`config.mk`:
```
export PLATFORM = sky130hd
export DESIGN_NAME = map_tile_writer_flat
export DESIGN_NICKNAME = d
export VERILOG_FILES = /design/src/rtl/map_tile_writer_if.sv /design/src/rtl/map_tile_writer.sv /design/src/flat_wrapper.sv
export SDC_FILE = /design/constraint.sdc
export NUM_CORES = 1
export LEC_CHECK = 0
export BUFFER_PORTS_ARGS = -buffer_cell sky130_fd_sc_hd__clkbuf_2
export CORE_ASPECT_RATIO = 1.5
export CORE_MARGIN = 10
export CORE_UTILIZATION = 45
export CTS_CLUSTER_DIAMETER = 80
export DETAILED_ROUTE_END_ITERATION = 8
export HOLD_SLACK_MARGIN = 0.06
export PLACE_DENSITY = 0.72
export SYNTH_ARGS = -nofsm -noshare
export SYNTH_HDL_FRONTEND = slang
export SYNTH_SLANG_ARGS = --single-unit
```
`constraint.sdc`:
```
create_clock -name clk -period 10.97 [get_ports clk]
set_clock_uncertainty 0.2 [all_clocks]
set_input_delay 1.6455 -clock clk [delete_from_list [all_inputs] [get_ports clk]]
set_output_delay 1.6455 -clock clk [all_outputs]
set_load 0.01 [all_outputs]
```
`src/rtl/map_tile_writer_if.sv`:
```
// Bundle of request, response and map-RAM signals for the tile map writer.
// The slave modport is the writer itself; master is the surrounding game/RAM side.
interface map_tile_writer_if #(
    parameter int MAP_COLS = 40
);
    logic                    req_valid;
    logic                    req_ready;
    logic [5:0]              req_x;
    logic [4:0]              req_y;
    logic                    req_op;
    logic [3:0]              req_tile;

    logic                    resp_valid;
    logic                    resp_ready;
    logic [3:0]              resp_old_tile;
    logic                    resp_hit;
    logic                    resp_err;
    logic [10:0]             pellets_eaten;

    logic                    vga_blank;
    logic                    map_rd_own;
    logic [5:0]              map_rdaddress;
    logic [4*MAP_COLS-1:0]   map_q;
    logic                    map_wren;
    logic [5:0]              map_wraddress;
    logic [4*MAP_COLS-1:0]   map_data;

    modport slave (
        input  req_valid, req_x, req_y, req_op, req_tile,
        input  resp_ready, vga_blank, map_q,
        output req_ready, resp_valid, resp_old_tile, resp_hit, resp_err, pellets_eaten,
        output map_rd_own, map_rdaddress, map_wren, map_wraddress, map_data
    );

    modport master (
        output req_valid, req_x, req_y, req_op, req_tile,
        output resp_ready, vga_blank, map_q,
        input  req_ready, resp_valid, resp_old_tile, resp_hit, resp_err, pellets_eaten,
        input  map_rd_own, map_rdaddress, map_wren, map_wraddress, map_data
    );
endinterface

```
`src/rtl/map_tile_writer.sv`:
```
// Tile map write-side controller: one read-modify-write of a 160-bit row word per
// request, borrowing the shared RAM read port only while the VGA path is blanked.
//
// state        | meaning
// S_IDLE       | ready for a request; out-of-range coordinates go straight to S_RESP
// S_WAIT_BLANK | request latched, waiting for vga_blank to borrow the read port
// S_READ       | read port owned, row address held for RD_LAT cycles
// S_CAPTURE    | row word valid on map_q; decide new nibble / hit / write
// S_WRITE      | single-cycle write strobe with the merged row word
// S_RESP       | response held until resp_ready
module map_tile_writer #(
    parameter int MAP_COLS    = 40,
    parameter int MAP_ROWS    = 30,
    parameter int RD_LAT      = 1,
    parameter int EMPTY_TILE  = 0,
    parameter int PELLET_TILE = 2,
    parameter int POWER_TILE  = 3
) (
    input  logic               clk,
    input  logic               reset,
    map_tile_writer_if.slave   bus
);

    typedef enum logic [2:0] {
        S_IDLE,
        S_WAIT_BLANK,
        S_READ,
        S_CAPTURE,
        S_WRITE,
        S_RESP
    } state_t;

    localparam int         ROW_W    = 4 * MAP_COLS;
    localparam logic [5:0] COLS_L   = 6'(MAP_COLS);
    localparam logic [4:0] ROWS_L   = 5'(MAP_ROWS);
    localparam logic [3:0] EMPTY_L  = 4'(EMPTY_TILE);
    localparam logic [3:0] PELLET_L = 4'(PELLET_TILE);
    localparam logic [3:0] POWER_L  = 4'(POWER_TILE);
    localparam logic [3:0] LAT_INIT = 4'(RD_LAT - 1);
    localparam logic [10:0] CNT_MAX = 11'd2047;

    state_t             r_state;
    logic [5:0]         r_x;
    logic [4:0]         r_y;
    logic               r_op;
    logic [3:0]         r_tile;
    logic [3:0]         r_lat;
    logic               r_rd_own;
    logic [5:0]         r_rdaddress;
    logic               r_wren;
    logic [5:0]         r_wraddress;
    logic [ROW_W-1:0]   r_data;
    logic               r_resp_valid;
    logic [3:0]         r_old;
    logic               r_hit;
    logic               r_err;
    logic [10:0]        r_pellets;

    logic               w_req_err;
    logic [7:0]         w_idx;
    logic [3:0]         w_old;
    logic               w_is_pellet;
    logic [3:0]         w_new;
    logic [ROW_W-1:0]   w_merged;

    assign w_req_err   = (bus.req_x >= COLS_L) || (bus.req_y >= ROWS_L);
    assign w_idx       = {r_x, 2'b00};
    assign w_old       = bus.map_q[w_idx +: 4];
    assign w_is_pellet = (w_old == PELLET_L) || (w_old == POWER_L);
    assign w_new       = r_op ? EMPTY_L : r_tile;

    // Row word with only the addressed nibble replaced
    always_comb begin
        w_merged              = bus.map_q;
        w_merged[w_idx +: 4]  = w_new;
    end

    // Sequencer with registered outputs; sync reset aborts any request in flight
    always_ff @(posedge clk) begin
        if (reset) begin
            r_state      <= S_IDLE;
            r_x          <= '0;
            r_y          <= '0;
            r_op         <= 1'b0;
            r_tile       <= '0;
            r_lat        <= '0;
            r_rd_own     <= 1'b0;
            r_rdaddress  <= '0;
            r_wren       <= 1'b0;
            r_wraddress  <= '0;
            r_data       <= '0;
            r_resp_valid <= 1'b0;
            r_old        <= '0;
            r_hit        <= 1'b0;
            r_err        <= 1'b0;
            r_pellets    <= '0;
        end else begin
            r_wren <= 1'b0;
            case (r_state)
                S_IDLE: begin
                    if (bus.req_valid) begin
                        r_x    <= bus.req_x;
                        r_y    <= bus.req_y;
                        r_op   <= bus.req_op;
                        r_tile <= bus.req_tile;
                        if (w_req_err) begin
                            r_err        <= 1'b1;
                            r_hit        <= 1'b0;
                            r_old        <= '0;
                            r_resp_valid <= 1'b1;
                            r_state      <= S_RESP;
                        end else begin
                            r_state <= S_WAIT_BLANK;
                        end
                    end
                end
                S_WAIT_BLANK: begin
                    if (bus.vga_blank) begin
                        r_rd_own    <= 1'b1;
                        r_rdaddress <= {1'b0, r_y};
                        r_lat       <= LAT_INIT;
                        r_state     <= S_READ;
                    end
                end
                S_READ: begin
                    // Losing blank mid-read means the VGA path needs the port back: retry later
                    if (!bus.vga_blank) begin
                        r_rd_own    <= 1'b0;
                        r_rdaddress <= '0;
                        r_state     <= S_WAIT_BLANK;
                    end else if (r_lat == 4'd0) begin
                        r_state <= S_CAPTURE;
                    end else begin
                        r_lat <= r_lat - 4'd1;
                    end
                end
                S_CAPTURE: begin
                    r_rd_own    <= 1'b0;
                    r_rdaddress <= '0;
                    r_old       <= w_old;
                    r_err       <= 1'b0;
                    r_data      <= w_merged;
                    if (!r_op || w_is_pellet) begin
                        r_wren      <= 1'b1;
                        r_wraddress <= {1'b0, r_y};
                        r_hit       <= r_op;
                        if (r_op && (r_pellets != CNT_MAX)) begin
                            r_pellets <= r_pellets + 11'd1;
                        end
                        r_state <= S_WRITE;
                    end else begin
                        r_hit        <= 1'b0;
                        r_resp_valid <= 1'b1;
                        r_state      <= S_RESP;
                    end
                end
                S_WRITE: begin
                    r_wraddress  <= '0;
                    r_resp_valid <= 1'b1;
                    r_state      <= S_RESP;
                end
                S_RESP: begin
                    if (bus.resp_ready) begin
                        r_resp_valid <= 1'b0;
                        r_old        <= '0;
                        r_hit        <= 1'b0;
                        r_err        <= 1'b0;
                        r_state      <= S_IDLE;
                    end
                end
                default: r_state <= S_IDLE;
            endcase
        end
    end

    assign bus.req_ready     = (r_state == S_IDLE);
    assign bus.map_rd_own    = r_rd_own;
    assign bus.map_rdaddress = r_rdaddress;
    assign bus.map_wren      = r_wren;
    assign bus.map_wraddress = r_wraddress;
    assign bus.map_data      = r_data;
    assign bus.resp_valid    = r_resp_valid;
    assign bus.resp_old_tile = r_old;
    assign bus.resp_hit      = r_hit;
    assign bus.resp_err      = r_err;
    assign bus.pellets_eaten = r_pellets;

endmodule
```
`src/flat_wrapper.sv`:
```
// flat-port wrapper written by rule: the top's interface ports become plain ports
module map_tile_writer_flat 
#(
    parameter int MAP_COLS    = 40,
    parameter int MAP_ROWS    = 30,
    parameter int RD_LAT      = 1,
    parameter int EMPTY_TILE  = 0,
    parameter int PELLET_TILE = 2,
    parameter int POWER_TILE  = 3
)
  (clk, reset, bus_req_valid, bus_req_x, bus_req_y, bus_req_op, bus_req_tile, bus_resp_ready, bus_vga_blank, bus_map_q, bus_req_ready, bus_resp_valid, bus_resp_old_tile, bus_resp_hit, bus_resp_err, bus_pellets_eaten, bus_map_rd_own, bus_map_rdaddress, bus_map_wren, bus_map_wraddress, bus_map_data);
  map_tile_writer_if #(.MAP_COLS(MAP_COLS)) bus_i ();
  input  logic clk;
  input  logic reset;
  input wire logic [$bits(bus_i.req_valid)-1:0] bus_req_valid;
  input wire logic [$bits(bus_i.req_x)-1:0] bus_req_x;
  input wire logic [$bits(bus_i.req_y)-1:0] bus_req_y;
  input wire logic [$bits(bus_i.req_op)-1:0] bus_req_op;
  input wire logic [$bits(bus_i.req_tile)-1:0] bus_req_tile;
  input wire logic [$bits(bus_i.resp_ready)-1:0] bus_resp_ready;
  input wire logic [$bits(bus_i.vga_blank)-1:0] bus_vga_blank;
  input wire logic [$bits(bus_i.map_q)-1:0] bus_map_q;
  output wire logic [$bits(bus_i.req_ready)-1:0] bus_req_ready;
  output wire logic [$bits(bus_i.resp_valid)-1:0] bus_resp_valid;
  output wire logic [$bits(bus_i.resp_old_tile)-1:0] bus_resp_old_tile;
  output wire logic [$bits(bus_i.resp_hit)-1:0] bus_resp_hit;
  output wire logic [$bits(bus_i.resp_err)-1:0] bus_resp_err;
  output wire logic [$bits(bus_i.pellets_eaten)-1:0] bus_pellets_eaten;
  output wire logic [$bits(bus_i.map_rd_own)-1:0] bus_map_rd_own;
  output wire logic [$bits(bus_i.map_rdaddress)-1:0] bus_map_rdaddress;
  output wire logic [$bits(bus_i.map_wren)-1:0] bus_map_wren;
  output wire logic [$bits(bus_i.map_wraddress)-1:0] bus_map_wraddress;
  output wire logic [$bits(bus_i.map_data)-1:0] bus_map_data;
  assign bus_i.req_valid = bus_req_valid;
  assign bus_i.req_x = bus_req_x;
  assign bus_i.req_y = bus_req_y;
  assign bus_i.req_op = bus_req_op;
  assign bus_i.req_tile = bus_req_tile;
  assign bus_i.resp_ready = bus_resp_ready;
  assign bus_i.vga_blank = bus_vga_blank;
  assign bus_i.map_q = bus_map_q;
  assign bus_req_ready = bus_i.req_ready;
  assign bus_resp_valid = bus_i.resp_valid;
  assign bus_resp_old_tile = bus_i.resp_old_tile;
  assign bus_resp_hit = bus_i.resp_hit;
  assign bus_resp_err = bus_i.resp_err;
  assign bus_pellets_eaten = bus_i.pellets_eaten;
  assign bus_map_rd_own = bus_i.map_rd_own;
  assign bus_map_rdaddress = bus_i.map_rdaddress;
  assign bus_map_wren = bus_i.map_wren;
  assign bus_map_wraddress = bus_i.map_wraddress;
  assign bus_map_data = bus_i.map_data;
  map_tile_writer #(.MAP_COLS(MAP_COLS), .MAP_ROWS(MAP_ROWS), .RD_LAT(RD_LAT), .EMPTY_TILE(EMPTY_TILE), .PELLET_TILE(PELLET_TILE), .POWER_TILE(POWER_TILE)) u_core (.clk(clk), .reset(reset), .bus(bus_i));
endmodule
```
; After elaboration in Yosys (flattened, before gate mapping)
; Cells that the tools add are included.
[word_totals]
in_bits = 181
regBits = 215
elab_cells = 101
out_inout_bits = 193
[op_classes]
addsub = 3
magnitude_cmp = 2
n_eq_ne = 18
n_reduce_logical = 21
muxes = 37
n_shift = 3
n_bitwise = 1
[ops]
columns = op, n
row1 = 160-bit bitwise mux, 1
row2 = 4-bit by 10-bit variable shift with 160-bit output (first input constant), 1
row3 = 160-bit by 9-bit variable part select with 4-bit output, 1
row4 = 4-bit by 10-bit variable part select with 160-bit output, 1
row5 = 4-bit two-way mux, 7
row6 = 3-bit two-way mux, 6
row7 = 6-bit two-way mux, 3
row8 = 3-bit case mux with 6 select lines, 1
row9 = 6-bit case mux with 3 select lines, 1
row10 = 2-bit != test (second input constant), 7
row11 = 4-bit case mux with 3 select lines, 1
row12 = 6-bit case mux with 2 select lines, 1
row13 = 4-bit AND reduction, 3
row14 = 11-bit by 1-bit adder with 11-bit output (second input constant), 1
row15 = 1-bit two-way mux, 11
row16 = 11-bit != test (second input constant), 1
row17 = 8-bit negator with 10-bit output, 1
row18 = 1-bit case mux with 3 select lines, 3
row19 = 4-bit by 2-bit equality test with 1-bit output (second input constant), 2
row20 = 4-bit case mux with 2 select lines, 1
row21 = 3-bit by 2-bit equality test with 1-bit output (second input constant), 2
row22 = 3-bit equality test (second input constant), 2
row23 = 6-bit greater-or-equal comparator (second input constant), 1
row24 = 3-bit AND reduction, 2
row25 = 18 further kinds, 24

; Longest topological paths before layout
; Gate-level depths: netlist of run 1.
[logic_depth]
word_depth = 6
ltp_mapped = 16

; Worst setup path after synthesis of run 1
; Ideal clock, no wire load.
[synth_path]
path_type = in2reg
startpoint = input port bus_map_q[86]
endpoint = register u_core.r_resp_valid, in the netlist u_core.bus.resp_valid
setup_ns = 0.088
t_arrival_ns = 3.503
slack_ns = 7.179
stages = 10
path_buffers = 2
required_time_ns = 10.682
cell_sequence = mux2i_1 -> mux4_2 -> or3b_1 -> a41o_1 -> nand4b_2 -> buf_6 -> o32a_2 -> buf_6 -> a21oi_2 -> a311oi_2
[synth_between]
elab_chain_len = 6
elab_cells_between_ends = 7
classes_between = 3 x eq/ne / 1 x shift / 3 x reduce/logical
[synth_rtl]
columns = element, line
row1 = "start, declared", flat_wrapper.sv:22  ; input wire logic [$bits(bus_i.map_q)-1:0] bus_map_q;
row2 = 160-bit by 9-bit variable part select with 4-bit output *, map_tile_writer.sv:68  ; assign w_old = bus.map_q[w_idx +: 4];
row3 = 4-bit by 2-bit equality test with 1-bit output, map_tile_writer.sv:69  ; assign w_is_pellet = (w_old == PELLET_L) || (w_old == POWER_L);
row4 = 1-bit logical OR *, map_tile_writer.sv:69
row5 = 1-bit logical OR *, map_tile_writer.sv:143  ; if (!r_op || w_is_pellet) begin
row6 = 2-bit != test (no source line) *, n/a
row7 = 5-bit AND reduction (no source line) *, n/a
row8 = "end signal, assigned", map_tile_writer.sv:153  ; r_resp_valid <= 1'b1;
row9 = "end signal, assigned", map_tile_writer.sv:159  ; r_resp_valid <= 1'b1;
row10 = "end signal, assigned", map_tile_writer.sv:164  ; r_resp_valid <= 1'b0;
row11 = "end, declared", map_tile_writer.sv:53  ; logic r_resp_valid;
; Mark *: on every way between the ends. The rest lies on a longest branch, timed or not.
; A chain may end at the register's enable or synchronous reset.

; Final worst setup path of run 1
[layout_path]
startpoint = register u_core.r_x[0]
endpoint = register u_core.r_pellets[5], in the netlist u_core.bus.pellets_eaten[5]
[layout_between]
elab_chain_len = 5
elab_cells_between_ends = 6
classes_between = 2 x eq/ne / 1 x shift / 3 x reduce/logical
[layout_rtl]
columns = element, line
row1 = "start, declared", map_tile_writer.sv:43  ; logic [5:0] r_x;
row2 = "start signal, assigned", map_tile_writer.sv:102  ; r_x <= bus.req_x;
row3 = 160-bit by 9-bit variable part select with 4-bit output *, map_tile_writer.sv:68
row4 = 4-bit by 2-bit equality test with 1-bit output, map_tile_writer.sv:69
row5 = 1-bit logical OR *, map_tile_writer.sv:69
row6 = 1-bit logical OR *, map_tile_writer.sv:143
row7 = 3-bit AND reduction (no source line) *, n/a
row8 = "end signal, assigned", map_tile_writer.sv:148  ; r_pellets <= r_pellets + 11'd1;
row9 = "end, declared", map_tile_writer.sv:57  ; logic [10:0] r_pellets;
; Marked as above.

==> results of run 1 <==
==> power breakdown <==
group / internal, mW / switching, mW / leakage [nW] / total (mW)
logic: 0.184 / 0.321 / 3.51 / 0.504
registers: 0.815 / 0.0406 / 1.72 / 0.856
clock network: 0.508 / 0.324 / 0.402 / 0.832
==> per-stage QoR <==
| step | power, mW | cell area, sq um | std cells | setup slack [ns] | util |
|---|---|---|---|---|---|
| final | 2.19 | 13900 | 1923 | 6.94 | 0.569 |
| after global routing | 2.28 | 13900 | 1923 | 6.62 | 0.569 |
| after CTS | 2.20 | 13900 | 1922 | 6.99 | 0.569 |
| after detailed placement | 1.37 | 13100 | 1881 | 6.64 | 0.536 |
| after global placement | 1.36 | 13100 | 1881 | 6.70 | 0.536 |
| after floorplan | 1.18 | 11200 | 1292 | 7.18 | - |
==> flip-flops by register name, summed over array words and instances, names as in the netlist, 3 cells and up <==
signal	cells
u_core.r_x	6
u_core.r_y	5
u_core.r_tile	4
u_core.r_lat	4
u_core.bus.pellets_eaten	11
u_core.bus.map_rdaddress	5
u_core.r_state	3
u_core.bus.map_data	160
u_core.bus.map_wraddress	5
u_core.bus.resp_old_tile	4
==> area by class of cell <==
class,count,area [sq um],share of cell area
flip-flops and latches,213,4270,0.306
clock inverters,8,118,0.00843
multi-input cells,949,6440,0.462
diodes,1,2.50,0.000179
well taps,324,405,0.0291
clock buffers,33,693,0.0497
inverters,9,33.8,0.00242
repair buffers,386,1990,0.143
==> kinds of logic after synthesis <==
group | share of synthesized area
adders and majority gates | 0.00445
other | 0.000334
muxes | 0.198
buffers and inverters | 0.0502
and+or+nand+nor | 0.172
AOI/OAI and AO/OA | 0.183
DFF | 0.379
xor gates and xnor gates | 0.0117
==> placed cells by master, fill, tap and decap left out, types with 3 or more instances in the layout <==
cell type and n:
clkbuf_16 23, clkbuf_2 370, clkbuf_8 8, nor2b_2 7, a21oi_1 31, a22o_1 7
or2_2 5, a211oi_1 123, bufinv_16 3, nand4_1 3, o21ai_0 45, xnor2_1 11
xor2_1 4, a22oi_1 13, a311oi_1 42, mux2_2 8, inv_1 9, and2_1 3
nand2_1 108, mux2i_1 162, ha_1 4, nand3_1 15, nor3_1 14, o22ai_1 3
buf_4 14, mux4_2 23, and3_1 3, nor2b_1 6, dfxtp_1 211, nor2_1 245
clkinv_2 4, nor4_1 6, nand2b_1 17
==> final timing paths <==
kind                                       start                          end  slack [ns]
worst min register to register  u_core.r_tile[1]             u_core.r_tile[1]        0.25
worst max register to register     u_core.r_x[0]  u_core.bus.pellets_eaten[5]        6.94
worst min-delay path            u_core.r_tile[1]             u_core.r_tile[1]        0.25
worst max-delay path               u_core.r_x[0]  u_core.bus.pellets_eaten[5]        6.94
==> metal layers <==
metal / GRT usage / share of wire / vias up
li1: - / - / 5259
met1: 0.309 / 0.37 / 5302
met2: 0.469 / 0.50 / 548
met3: 0.0597 / 0.084 / 120
met4: 0.120 / 0.048 / 0
met5: 0 / 0 / -
==> worst min-delay path, stage by stage, from the launching register on <==
cell and delay, ns:
dfxtp_1 0.31, nand2_1 0.05, a21oi_1 0.05
==> flow_summary_export.csv, run 1 <==
group,metric,value,unit
sta,finalCritPeriodShare,0.367,
floorplan,coreArea,24500,sq um
sta,worstMarginPinSlew,1.11,ns
grt,grt_pass1_vias,11000,
synth,avgSynthCellArea,8.70,sq um
drt,vias,11200,
synth,synthCells,1291,
drt,drtPass1Iterations,5,
synth,yosysTopAreaCell,"dfxtp_1",
final_layout,area.growth.synth_to_final,24.1,%
worst_setup_path,crit_fanout,43,
sta,worst_hold_slack,0.254,ns
cts,cts-htree-levels,1,
worst_setup_path,crit_top_cell,"nor3_2",
power_and_ir_drop,power_density,157,nW/um^2
floorplan,die_area,31800,sq um
worst_hold_path,whs_path_depth,2,
worst_setup_path,worst_r2r_path_depth,9,
drt,drtIter0Drc,834,
final_layout,nNetsFinal,1767,
synth,yosys-top-cells-count,"nor2_1, dfxtp_1, mux2i_1, a211oi_1, nand2_1",
cts,cts_buffer_depth,3,
worst_setup_path,worst_path_max_delay_cell,"buf_4",
final_layout,nFillCells,2312,
synth,synth.ff_latch_count,213,
sta,drv_slew,0,
run_status,status,"completed",
sta,max_slew_margin,0.261,
power_and_ir_drop,cellLeakagePower,5.63,nW
cts,cts_resized,0,
floorplan,io_pins,374,
placement,port-buffer-count,371,
worst_setup_path,worst_setup_path_end_kind,"register",
grt,antenna_found_initial,1,
cts,root_buffer,"clkbuf_16",
worst_setup_path,startpoint_type,"register",
drt,wl_per_cell,23.7,microns
synth,synth_edf_count,0,
worst_setup_path,crit_chain,"buf_4 > mux4_2 > mux2i_1 > nor2_1 > nor3_2 > nand4b_2 > nor3_2 > a311oi_1 > a41o_1",
sta,tns,0,ns
drt,vias_per_cell,5.84,
drt,routed_wl,45600,microns
cts,clk_pin_slew_worst_paths,0.06,ns
drt,final_antenna_net_count,0,
worst_setup_path,cp.depth,9,
synth,syn_area,11200,sq um
floorplan,die_w,149,microns
synth,ys_seq_area_frac,0.379,
cts,clk_latency,0.51,ns
cts,cts_setup_buffers,0,
grt,grt_use_total,0.270,
worst_setup_path,arrival,4.23,ns
worst_setup_path,path_class,"register to register",
sta,rsz0062_at_grt,"false",
placement,gp_congestion,0.906,
sta,min_period,4.03,ns
grt,grt_pass1_wl,67000,microns
sta,hold_violations,0,
worst_setup_path,worst-path-buf-inv,1,
synth,post-synth-top-area-fraction,0.379,
floorplan,initial_utilization,0.458,
cts,cts_tree,"yes",
worst_hold_path,min-delay-path-class,"register to register",
synth,ys_types,62,
placement,place_hpwl,34200,microns
grt,grt_max_degree,209,
drt,post-route-drc-count,0,
synth,ys_warn_count,0,
worst_setup_path,cp.required,11.17,ns
sta,clock.fmax,0.248,GHz
synth,ys_async_sr_fraction,0,
sta,setup_viol,0,
worst_setup_path,cp_top_family,"simple AND/OR/NAND/NOR gates",
final_layout,drive_gt1_frac,0.302,
cts,ctsHoldBuffers,0,
synth,synthTopCellsByArea,"dfxtp_1, mux2i_1, a211oi_1",
cts,cts_buffers,23,
floorplan,num_rows,70,
floorplan,die_h,214,microns
worst_setup_path,cp_slowest_stage_delay,0.67,ns
synth,yosysMostFrequentCell,"nor2_1",
power_and_ir_drop,vdd_drop_max,0.123,mV
cts,clock_sinks,213,
grt,grt-ovfl-total,0,
synth,synth_flop_cell,"dfxtp_1",
run,maxCapViolations,0,
No activity file was read; power rests on OpenSTA's default activity.
==> run 2, diff against run 1 <==
- ABC_AREA: not set -> 1
- PLACE_DENSITY: 0.72 -> 0.75
- clock period: 10.97 -> 3.38 ns (I/O delays scaled with it)
==> run 2 against run 1 <==
Against the previous run: highest routed layer unchanged; area after synthesis rose by 2.1%; global-route usage is 3.8 points higher; combinational power rose to 8.8 times the previous value; register-to-register slack got worse by 6.7 ns; cell count up 26%; worst hold slack worse by 0.19 ns; sequential cell count did not move; clock power grew to 3.0 times the previous value; critical path type unchanged; first-iteration DRC count increased by 44%; largest power group is now combinational cells; synthesized cell count up 35%; final area increased by 3.5%.
==> flow_summary_export.csv, run 2 <==
group,metric,value,unit
run_status,status,"completed",
synth,yosys-top-cells-count,"a21oi_1, nand2_1, dfxtp_1, o21ai_0, inv_1",
placement,placed_area,13600,sq um
cts,root_buffer,"clkbuf_16",
sta,min_period,3.10,ns
final_layout,final_cell_mix,"clkbuf_2, a21oi_1, nand2_1, dfxtp_1, o21ai_0",
power_and_ir_drop,vdd_drop_max,0.479,mV
worst_setup_path,r2r-end,"u_core.bus.map_data[26]",
sta,setup_viol,0,
cts,cts_buffer_depth,3,
drt,wl_per_cell,21.5,microns
drt,vias_per_cell,5.66,
power_and_ir_drop,cellLeakagePower,6.76,nW
sta,tns,0,ns
worst_setup_path,arrival,3.28,ns
drt,drtIter0Drc,1199,
synth,synth.ff_latch_count,213,
placement,gp_congestion,0.994,
final_layout,area.growth.synth_to_final,25.8,%
cts,cts-htree-levels,1,
floorplan,io_pins,374,
synth,syn_area,11500,sq um
drt,drtPass1Iterations,6,
sta,drv_slew,0,
sta,hold_violations,0,
worst_setup_path,cp.required,3.56,ns
grt,grt-ovfl-total,0,
final_layout,nNetsFinal,2264,
worst_setup_path,r2r_slack,0.28,ns
cts,clk_pin_slew_worst_paths,0.06,ns
power_and_ir_drop,power_density,700,nW/um^2
synth,synthCells,1748,
synth,avgSynthCellArea,6.56,sq um
floorplan,die_w,150,microns
final_layout,final_util,0.574,
cts,cts_setup_buffers,0,
synth,ys_async_sr_fraction,0,
final_layout,mostFrequentLayoutCell,"clkbuf_2",
worst_setup_path,startpoint_type,"register",
synth,ys_warn_count,0,
final_layout,nFillCells,2541,
synth,ys_seq_area_frac,0.372,
final_layout,stdcell_area,14400,sq um
sta,max_slew_margin,0.393,
worst_setup_path,crit_fanout,8,
synth,synth_edf_count,0,
floorplan,die_area,32400,sq um
synth,ys_types,39,
floorplan,initial_utilization,0.456,
worst_hold_path,whs_endpoint,"u_core.r_y[2]",
floorplan,die_h,216,microns
sta,rsz0062_at_grt,"false",
grt,antenna_found_initial,2,
synth,yosysMostFrequentCell,"a21oi_1",
grt,grt_pass1_vias,13400,
worst_hold_path,min-delay-path-class,"input pin to register",
placement,dp_slack,0.371,ns
grt,grt_pass1_wl,78400,microns
worst_setup_path,path_class,"register to register",
power_and_ir_drop,power,10.1,mW
cts,clk_latency,0.53,ns
grt,grt_max_degree,129,
placement,port-buffer-count,371,
drt,vias,13700,
sta,fin_ws,0.279,ns
floorplan,coreArea,25100,sq um
sta,clock.fmax,0.323,GHz
drt,post-route-drc-count,0,
cts,clock_sinks,213,
worst_setup_path,worst_r2r_startpoint,"u_core.r_x[1]",
synth,post-synth-top-area-fraction,0.372,
sta,worstMarginPinSlew,0.908,ns
worst_setup_path,worst_r2r_path_depth,11,
synth,synth_flop_cell,"dfxtp_1",
cts,cts_buffers,23,
placement,place_hpwl,39900,microns
grt,grt_use_total,0.308,
run,maxCapViolations,0,
drt,final_antenna_net_count,0,
final_layout,drive_gt1_frac,0.235,
synth,yosysTopAreaCell,"dfxtp_1",
drt,routed_wl,52200,microns
cts,cts_tree,"yes",
synth,synthTopCellsByArea,"dfxtp_1, a21oi_1, nand2_1",
sta,finalCritPeriodShare,0.917,
worst_setup_path,worst_setup_path_end_kind,"register",
worst_hold_path,min_from,"bus_req_y[2]",
final_layout,largest_reg_flops,160,
floorplan,num_rows,71,
worst_hold_path,whs_path_depth,3,
==> run 2: worst max-delay path by stage <==
stage	start	end	slack, ns	cells past startpoint
3_3_place_gp	u_core.r_x[1]	u_core.bus.map_data[26]	0.42	11
2_1_floorplan	u_core.r_x[0]	u_core.bus.map_data[143]	0.45	19
3_5_place_dp	u_core.r_x[1]	u_core.bus.map_data[26]	0.37	12
6_report	u_core.r_x[1]	u_core.bus.map_data[26]	0.28	11
4_1_cts	u_core.r_x[1]	u_core.bus.map_data[26]	0.37	12
5_1_grt	u_core.r_x[0]	u_core.bus.map_wraddress[1]	0.14	15
==> run 2: kinds of logic (layout without fill, tap and decap cells) <==
logic type	Yosys count	count (layout)	synth area share
compound gates	619	619	0.291
xor+xnor	8	8	0.00742
fa+ha+maj	4	4	0.00436
buf+inv	343	688	0.118
flops	213	213	0.372
other cells	1	5	0.000327
simple gates	560	560	0.207
==> run 2: critical path: stages (launching register included) <==
cell,delay (ns)
dfxtp_1,0.32
inv_1,0.11
ha_1,0.25
nand2_1,0.09
o21ai_0,0.16
nand2_1,0.19
nor2_1,0.13
inv_1,0.12
nor4_1,0.59
nand2_1,0.39
o21ai_0,0.31
a21oi_1,0.09
==> run 2: what timing repair did <==
item                                    in CTS  in global routing
hold buffers                                11                  0
endpoints found under the setup margin       0                  0
resized for setup                            0                  0
endpoints found under the hold margin       13                  0
==> run 2: metal layers <==
metal / GRT usage / up-vias / share of wire
met4: 0.206 / 0 / 0.073
met1: 0.346 / 6178 / 0.36
li1: - / 6534 / -
met2: 0.508 / 825 / 0.48
met3: 0.0651 / 199 / 0.096
met5: 0 / - / 0
==> run 2: layout make-up <==
| cell class | instances | area (sq um) | area share |
|---|---|---|---|
| multi-input cells | 1193 | 5860 | 0.406 |
| flip-flops and latches | 213 | 4270 | 0.296 |
| repair buffers | 418 | 2280 | 0.158 |
| clock buffers | 32 | 649 | 0.0450 |
| clock inverters | 8 | 87.6 | 0.00607 |
| diodes | 3 | 7.51 | 0.000520 |
| well taps | 328 | 410 | 0.0284 |
| inverters | 230 | 868 | 0.0602 |
==> run 2: stage by stage <==
step | hold slack, ns | cells
finish | 0.0636 | 2425
global route | 0.0798 | 2423
CTS | 0.0614 | 2422
detailed placement | 0.250 | 2371
global placement | 0.240 | 2371
floorplan | 0.230 | 1749
==> run 2: where the power goes <==
group          total [mW]  internal, mW  switching (mW)
combinational        4.45          1.29            3.16
clock                2.53          1.42            1.10
sequential           3.11          2.88           0.237
total                10.1          5.59            4.50
